$ cat src/rtl/dct_zigzag_buffer.sv
// Reorders 8x8 DCT coefficient blocks from row-major into JPEG zigzag order via two ping-pong banks.
// Input is never stalled; a block arriving while both banks are occupied is dropped and flagged.
module dct_zigzag_buffer #(
  parameter int DATA_WIDTH = 8
) (
  input  logic                  clk,
  input  logic                  rst,
  input  logic [DATA_WIDTH-1:0] in_data,
  input  logic                  in_valid,
  output logic [DATA_WIDTH-1:0] out_data,
  output logic                  out_valid,
  input  logic                  out_ready,
  output logic                  out_last,
  output logic                  overflow
);

  localparam logic [5:0] ZZ [64] = '{
    6'd0,  6'd1,  6'd8,  6'd16, 6'd9,  6'd2,  6'd3,  6'd10,
    6'd17, 6'd24, 6'd32, 6'd25, 6'd18, 6'd11, 6'd4,  6'd5,
    6'd12, 6'd19, 6'd26, 6'd33, 6'd40, 6'd48, 6'd41, 6'd34,
    6'd27, 6'd20, 6'd13, 6'd6,  6'd7,  6'd14, 6'd21, 6'd28,
    6'd35, 6'd42, 6'd49, 6'd56, 6'd57, 6'd50, 6'd43, 6'd36,
    6'd29, 6'd22, 6'd15, 6'd23, 6'd30, 6'd37, 6'd44, 6'd51,
    6'd58, 6'd59, 6'd52, 6'd45, 6'd38, 6'd31, 6'd39, 6'd46,
    6'd53, 6'd60, 6'd61, 6'd54, 6'd47, 6'd55, 6'd62, 6'd63
  };

  logic [DATA_WIDTH-1:0] bank0 [64];
  logic [DATA_WIDTH-1:0] bank1 [64];

  logic [1:0]            full;
  logic [1:0]            full_nxt;
  logic [5:0]            wr_cnt;
  logic                  wsel;
  logic                  drop_blk;

  logic [5:0]            rd_cnt;
  logic                  rd_sel;
  logic                  rsel;
  logic [DATA_WIDTH-1:0] pf_data;
  logic                  pf_valid;
  logic                  pf_last;

  logic                  blk_start;
  logic                  drop_now;
  logic                  wr_en;
  logic                  wr_done;
  logic                  out_load;
  logic                  pf_free;
  logic                  rd_avail;
  logic                  rd_en;
  logic                  rd_done;
  logic [5:0]            rd_addr;

  always_comb begin
    blk_start = in_valid && (wr_cnt == 6'd0);
    drop_now  = blk_start ? full[wsel] : drop_blk;
    wr_en     = in_valid && !drop_now;
    wr_done   = wr_en && (wr_cnt == 6'd63);
    out_load  = !out_valid || out_ready;
    pf_free   = !pf_valid || out_load;
    // Zigzag position 0 reads address 0, which is already written when the
    // block completes, so the first read can launch in the completion cycle.
    rd_avail  = full[rd_sel] || (wr_done && (wsel == rd_sel));
    rd_en     = rd_avail && pf_free;
    rd_addr   = ZZ[rd_cnt];
    rd_done   = out_valid && out_ready && out_last;
  end

  always_comb begin
    full_nxt = full;
    if (wr_done) begin
      full_nxt[wsel] = 1'b1;
    end
    if (rd_done) begin
      full_nxt[rsel] = 1'b0;
    end
  end

  always_ff @(posedge clk) begin
    if (rst) begin
      wr_cnt   <= 6'd0;
      wsel     <= 1'b0;
      drop_blk <= 1'b0;
      overflow <= 1'b0;
      full     <= 2'b00;
    end else begin
      full <= full_nxt;
      if (in_valid) begin
        wr_cnt   <= wr_cnt + 6'd1;
        drop_blk <= drop_now;
      end
      if (blk_start && drop_now) begin
        overflow <= 1'b1;
      end
      if (wr_done) begin
        wsel <= ~wsel;
      end
    end
  end

  // Bank storage and its synchronous read port carry no reset.
  always_ff @(posedge clk) begin
    if (wr_en) begin
      if (wsel) begin
        bank1[wr_cnt] <= in_data;
      end else begin
        bank0[wr_cnt] <= in_data;
      end
    end
    if (rd_en) begin
      pf_data <= rd_sel ? bank1[rd_addr] : bank0[rd_addr];
    end
  end

  always_ff @(posedge clk) begin
    if (rst) begin
      rd_cnt    <= 6'd0;
      rd_sel    <= 1'b0;
      rsel      <= 1'b0;
      pf_valid  <= 1'b0;
      pf_last   <= 1'b0;
      out_valid <= 1'b0;
      out_last  <= 1'b0;
      out_data  <= '0;
    end else begin
      if (pf_free) begin
        pf_valid <= rd_en;
        pf_last  <= rd_en && (rd_cnt == 6'd63);
      end
      if (rd_en) begin
        rd_cnt <= rd_cnt + 6'd1;
        if (rd_cnt == 6'd63) begin
          rd_sel <= ~rd_sel;
        end
      end
      if (out_load) begin
        out_valid <= pf_valid;
        out_last  <= pf_valid && pf_last;
        if (pf_valid) begin
          out_data <= pf_data;
        end
      end
      if (rd_done) begin
        rsel <= ~rsel;
      end
    end
  end

endmodule

$ cat config.mk
export PLATFORM = sky130hd
export DESIGN_NAME = dct_zigzag_buffer
export DESIGN_NICKNAME = d
export VERILOG_FILES = /design/src/rtl/dct_zigzag_buffer.sv
export SDC_FILE = /design/constraint.sdc
export NUM_CORES = 1
export LEC_CHECK = 0
export CAP_MARGIN = 0
export CORE_AREA = 10 10 342 344
export CTS_BUF_LIST = sky130_fd_sc_hd__clkbuf_4 sky130_fd_sc_hd__clkbuf_8
export CTS_CLUSTER_SIZE = 20
export DETAILED_ROUTE_END_ITERATION = 10
export DIE_AREA = 0 0 352 354
export PLACE_DENSITY = 0.63
export RECOVER_POWER = 100
export SLEW_MARGIN = 40
export SYNTH_ARGS = -nofsm -noshare
export SYNTH_HDL_FRONTEND = slang
export SYNTH_SLANG_ARGS = --single-unit
$ cat constraint.sdc
create_clock -name clk -period 4.74 [get_ports clk]
set_clock_uncertainty 0.1 [all_clocks]
set_input_delay 0.948 -clock clk [delete_from_list [all_inputs] [get_ports clk]]
set_output_delay 0.948 -clock clk [all_outputs]
set_load 0.01 [all_outputs]
## Word-level counts from Yosys, hierarchy flattened

Memories as Yosys holds them, arrays and structs flattened.
Index checks and enable logic that the tools add are counted.

- Register bits: 39
- Bits in writable memories: 1,024
- Memory bits (read-only): 384
- Bits of input ports: 12
- Output and inout port bits: 11
- Word-level logic and storage cells: 76
- Memories: 3

- $add $sub $neg: 2
- $lt $le $gt $ge: 6
- Equal/unequal tests: 3
- Multiplexer cells: 20
- Bitwise logic cells: 7
- Reductions and logical operators: 21

Memories:

| memory | depth | bits a word | rd ports | clocked after Yosys merged registers in | write ports | line | text |
|---|---|---|---|---|---|---|---|
| bank0 | 64 | 8 | 1 | 0 | 1 | 28 | `logic [DATA_WIDTH-1:0] bank0 [64];` |
| bank1 | 64 | 8 | 1 | 0 | 1 | 29 | `logic [DATA_WIDTH-1:0] bank1 [64];` |
| (no name shown) | 64 | 6 | 1 | 0 | 0 | 66 | `rd_addr = ZZ[rd_cnt];` |

Operator list:

| kind | count |
|---|---|
| 1-bit two-way mux | 13 |
| 6-bit by 1-bit adder with 6-bit output, second input constant | 2 |
| 6-bit equality test, second input constant | 2 |
| 1-bit logical AND | 12 |
| 6-bit two-way mux | 2 |
| 8-bit two-way mux | 1 |
| 7-bit >= comparator, second input constant | 1 |
| 6-bit NOT with 7-bit output | 1 |
| 6-bit zero test | 1 |
| 1-bit by 2-bit < comparator with 1-bit output, second input constant | 3 |
| 2-bit two-way mux | 2 |
| 2-bit AND reduction | 2 |
| 1-bit zero test | 3 |
| 1-bit logical OR | 3 |
| 1-bit NOT | 3 |
| 2-bit bitwise AND | 1 |
| 1-bit demux with 1-bit select | 2 |
| 1-bit >= comparator, second input constant | 2 |
| 2-bit NOT | 1 |
| 2-bit OR | 1 |
| 1-bit equality test | 1 |

## Logic depth before layout (Yosys ltp)

- Depth after elaboration: 10
- Depth in mapped cells: 17
- Mapped depth without buffers: 12

## Worst setup path after synthesis

Ideal clock, no wire load.

- Kind: register -> register
- Start point: register rd_cnt[0]
- End point: register pf_data[3], data pin
- Setup time: 260 ps
- Arrival: 3,339 ps
- Data required time: 4,380 ps
- Slack: 1,041 ps
- Cell stages (with the launch flop): 15
- Path buffers: 3
- Clock period less this slack: 3,699 ps
- Cells stage by stage: dfxtp_1 > buf_2 > inv_1 > ha_1 > nand2b_1 > o21ai_0 > a211o_2 > a21oi_2 > buf_6 > buf_6 > mux4_2 > a2111oi_1 > nand3_1 > nand4_1 > nor4_2

- Cells in the longest elaborated chain, start to end: 6
- Elaborated cells between the ends (all ways): 7
- Those cells by class: mux (3); bitwise (1); memory (3)

RTL lines:

| what | line | text |
|---|---|---|
| start, declared | 37 | `logic [5:0] rd_cnt;` |
| start signal, assigned | 132 | `rd_cnt <= rd_cnt + 6'd1;` |
| 6-bit NOT with 7-bit output (not written as such) * | 66 |  |
| memory read 64 x 6 bit * | -- |  |
| 6-bit two-way mux (not written as such) * (2 in a row) | 66 |  |
| memory read 64 x 8 bit, on equally long branches | -- |  |
| 8-bit two-way mux * | 112 | `pf_data <= rd_sel ? bank1[rd_addr] : bank0[rd_addr];` |
| end signal, assigned | 112 |  |
| end, declared | 40 | `logic [DATA_WIDTH-1:0] pf_data;` |

Mark *: on every way between the ends. The rest lies on a longest branch, timed or not. The select of a mux whose other input is x is not followed.
A chain may end at the register's enable or synchronous reset.

## Worst setup path in the final report

- Start point: register rd_cnt[3]
- End point: register pf_data[4], data pin

The elaborated chain is that of the path after synthesis.

==> reports/qor.csv <==
metric;value;unit
clock tree buffer depth;3;
Syn Inst Count;3101;
most used routing layer;met2;
H-tree depth;4;
post-route cell area;49600;µm²
Top Ports;23;
post-synthesis net count;3130;
# clock sinks;1063;
hold-fix buffers at CTS;0;
hold slack final;0.372;ns
initial antenna violation count;3;
DR WL/cell;23.2;µm
Post-Layout Cell Count;4973;
CP delay by family, top;compound AO/OA/AOI/OAI gates;
All-Layer GR Usage;0.179;
DIE HEIGHT;354;µm
final setup fails;0;
crit path max fanout;24;
max-slew violations;706;
Hold Crit Class;flip-flop to flip-flop;
GRT overflow;0;
DRT Pass-1 Iters;5;
failing checks;max-capacitance violations, max-slew violations;
commonest cells after routing, fill and taps aside;edfxtp_1, nand2_1, nand3_1;
dpl cell area;46800;µm²
site row count;122;
Reg2Reg Setup Slack;0.12;ns
layout overhead on the synthesized area;13.7;%
status;complete, but fails checks;
Seq/Total Area, Yosys;0.724;
via-per-instance ratio;5.39;
P_leak;16.2;nW
Final #Nets;3370;
Slew @ Worst Pin;4.59;ns
Buf/Inv on CP;2;
Hold Fails Final Rpt;0;
Tmin final;4.62;ns
WS Path Type;flip-flop to flip-flop;
worst relative slew slack;-2.06;
Port Buffers;22;
yosys warns;0;
Avg Cell Area, Syn;14.1;µm²
Mapped Area;43700;µm²
starting density of the core;0.397;
first-pass GRT wire length;169000;µm
Max Cap Viol;9;
Die Span X;352;µm
Power Density;373;nW/µm²
HPWL Detailed;71200;µm
grt met2 use;0.274;
via count;26818;
CP startpoint kind;flip-flop;
Final Total Pwr;0.0185;W
most common cell after layout, fill and taps aside;edfxtp_1;
slowest stage delay, CP;0.86;ns
CTS tree;built;
Clk pin slew, worst setup/hold paths;0.06;ns
clk_lat worst skew;0.84;ns
final cycle utilization of the critical path;0.974;
crit path DAT;5.09;ns
GPL Wtd Cong;0.890;
CTS buffer count;172;
critical path endpoint category;flip-flop;
Max Freq;216;MHz
number of global-route vias before repair;25946;
register bit total from synthesis;1063;
setup TNS;0;ns
DRT iter0 DRCs;2703;
RSZ-0062 raised after global routing;no;
Resize count post-CTS;0;
die area;125000;µm²
met3 Use GR;0.0475;
Post-Route WL;115000;µm
DRT antenna net count;0;
CP max stage cell;dfxtp_1;
top_reg_cell synth;edfxtp_1;
Residual DRC;0;
critical-path cell list;buf_4, o31ai_1, o21ai_0, mux2i_1, or3_1, a2111oi_1, clkbuf_2, nand3_1, nand4_1, nor4_2;
async set-reset flop share out of synthesis;0;
pin count of the biggest net entering global routing;132;
Cells after DPL;4655;
met1 Use GR;0.243;
Peak supply drop;0.248;mV
count of flip-flops with a built-in enable after synthesis;1032;
post-CTS setup buffers;0;
Root Driver;clkbuf_8;
critical path data required time;5.21;ns
Synth cell types;74;
core footprint;110000;µm²
layout cells sized above 1;0.131;
-- kinds of logic after synthesis --
logic type | Yosys count | synth area share
AOI/OAI and AO/OA | 223 | 0.0351
DFF | 1063 | 0.724
xor gates and xnor gates | 13 | 0.00261
muxes | 284 | 0.0748
adders and majority gates | 17 | 0.00487
buffers and inverters | 218 | 0.0274
and+or+nand+nor | 1283 | 0.131
-- registers in the layout, indices dropped and copies added, names as in the netlist, 2 cells and up --
| register | count |
|---|---|
| pf_data | 8 |
| bank1 | 512 |
| rd_cnt | 6 |
| full | 2 |
| wr_cnt | 6 |
| out_data | 8 |
| bank0 | 512 |
-- report_power, final --
| part | internal [W] | switching [W] | leakage, nW | total (W) |
|---|---|---|---|---|
| Sequential | 0.0103 | 0.00000732 | 9.53 | 0.0103 |
| Clock | 0.00433 | 0.00358 | 1.82 | 0.00791 |
| Combinational | 0.0000306 | 0.000240 | 4.81 | 0.000270 |
| Total | 0.0147 | 0.00383 | 16.2 | 0.0185 |
-- synth_stat cells (all sizes together) (3+ instances only) --
library cell / count / area (µm²)
a2111oi: 30 / 290
a211o: 4 / 36.3
a211oi: 5 / 42.5
a21oi: 102 / 518
a221oi: 5 / 61.3
a311oi: 4 / 41.3
a31o: 3 / 26.3
a31oi: 7 / 43.8
a32oi: 3 / 26.3
and3: 8 / 50.1
buf: 138 / 895
clkbuf: 69 / 259
dfxtp: 31 / 621
edfxtp: 1032 / 31000
ha: 17 / 213
inv: 11 / 41.3
mux2: 12 / 135
mux2i: 241 / 2410
mux4: 31 / 717
nand2: 548 / 2060
nand2b: 11 / 68.8
nand3: 367 / 1840
nand3b: 6 / 45.0
nand4: 12 / 75.1
nor2: 174 / 653
nor2b: 5 / 31.3
nor3: 93 / 470
nor4: 17 / 150
o2111ai: 3 / 32.5
o21ai: 5 / 25.0
o22ai: 30 / 188
or2: 12 / 75.1
or3: 21 / 131
or3b: 3 / 26.3
xnor2: 7 / 61.3
xor2: 6 / 52.6
-- worst paths after layout --
path,startpoint,endpoint,cells past startpoint
worst min register to register,overflow,overflow,2
worst max register to register,rd_cnt[3],pf_data[4],10
worst min-delay path,overflow,overflow,2
worst max-delay path,rd_cnt[3],pf_data[4],10
-- final cells by class --
class	count	area [µm²]
timing repair buffer	273	1720
tap	1488	1860
inverter	11	41.3
fill	9767	60400
sequential	1063	31600
clock inverter	64	430
clock buffer	250	3030
multi-input combinational	1820	10900
antenna	4	10.0
-- through the flow --
step           setup WS [ns]  utilization
2_1_floorplan           1.04            -
3_3_place_gp           0.263        0.425
3_5_place_dp           0.198        0.425
4_1_cts                0.185        0.457
5_1_grt               0.0425        0.451
6_report               0.121        0.451
-- worst register-to-register path: cells and delay by family, from the launching register on --
family | cells | cell delay [ns]
compound gates | 3 | 1.21
buf+inv | 2 | 0.62
flops | 1 | 0.86
mux | 1 | 0.39
simple gates | 4 | 1.18
-- layer usage --
metal / routed length, µm / share of wire
met3: 10400 / 0.090
met5: 0 / 0
met2: 53000 / 0.46
met4: 3410 / 0.030
met1: 48400 / 0.42
Note: power is estimated with default switching activity, not from simulation.
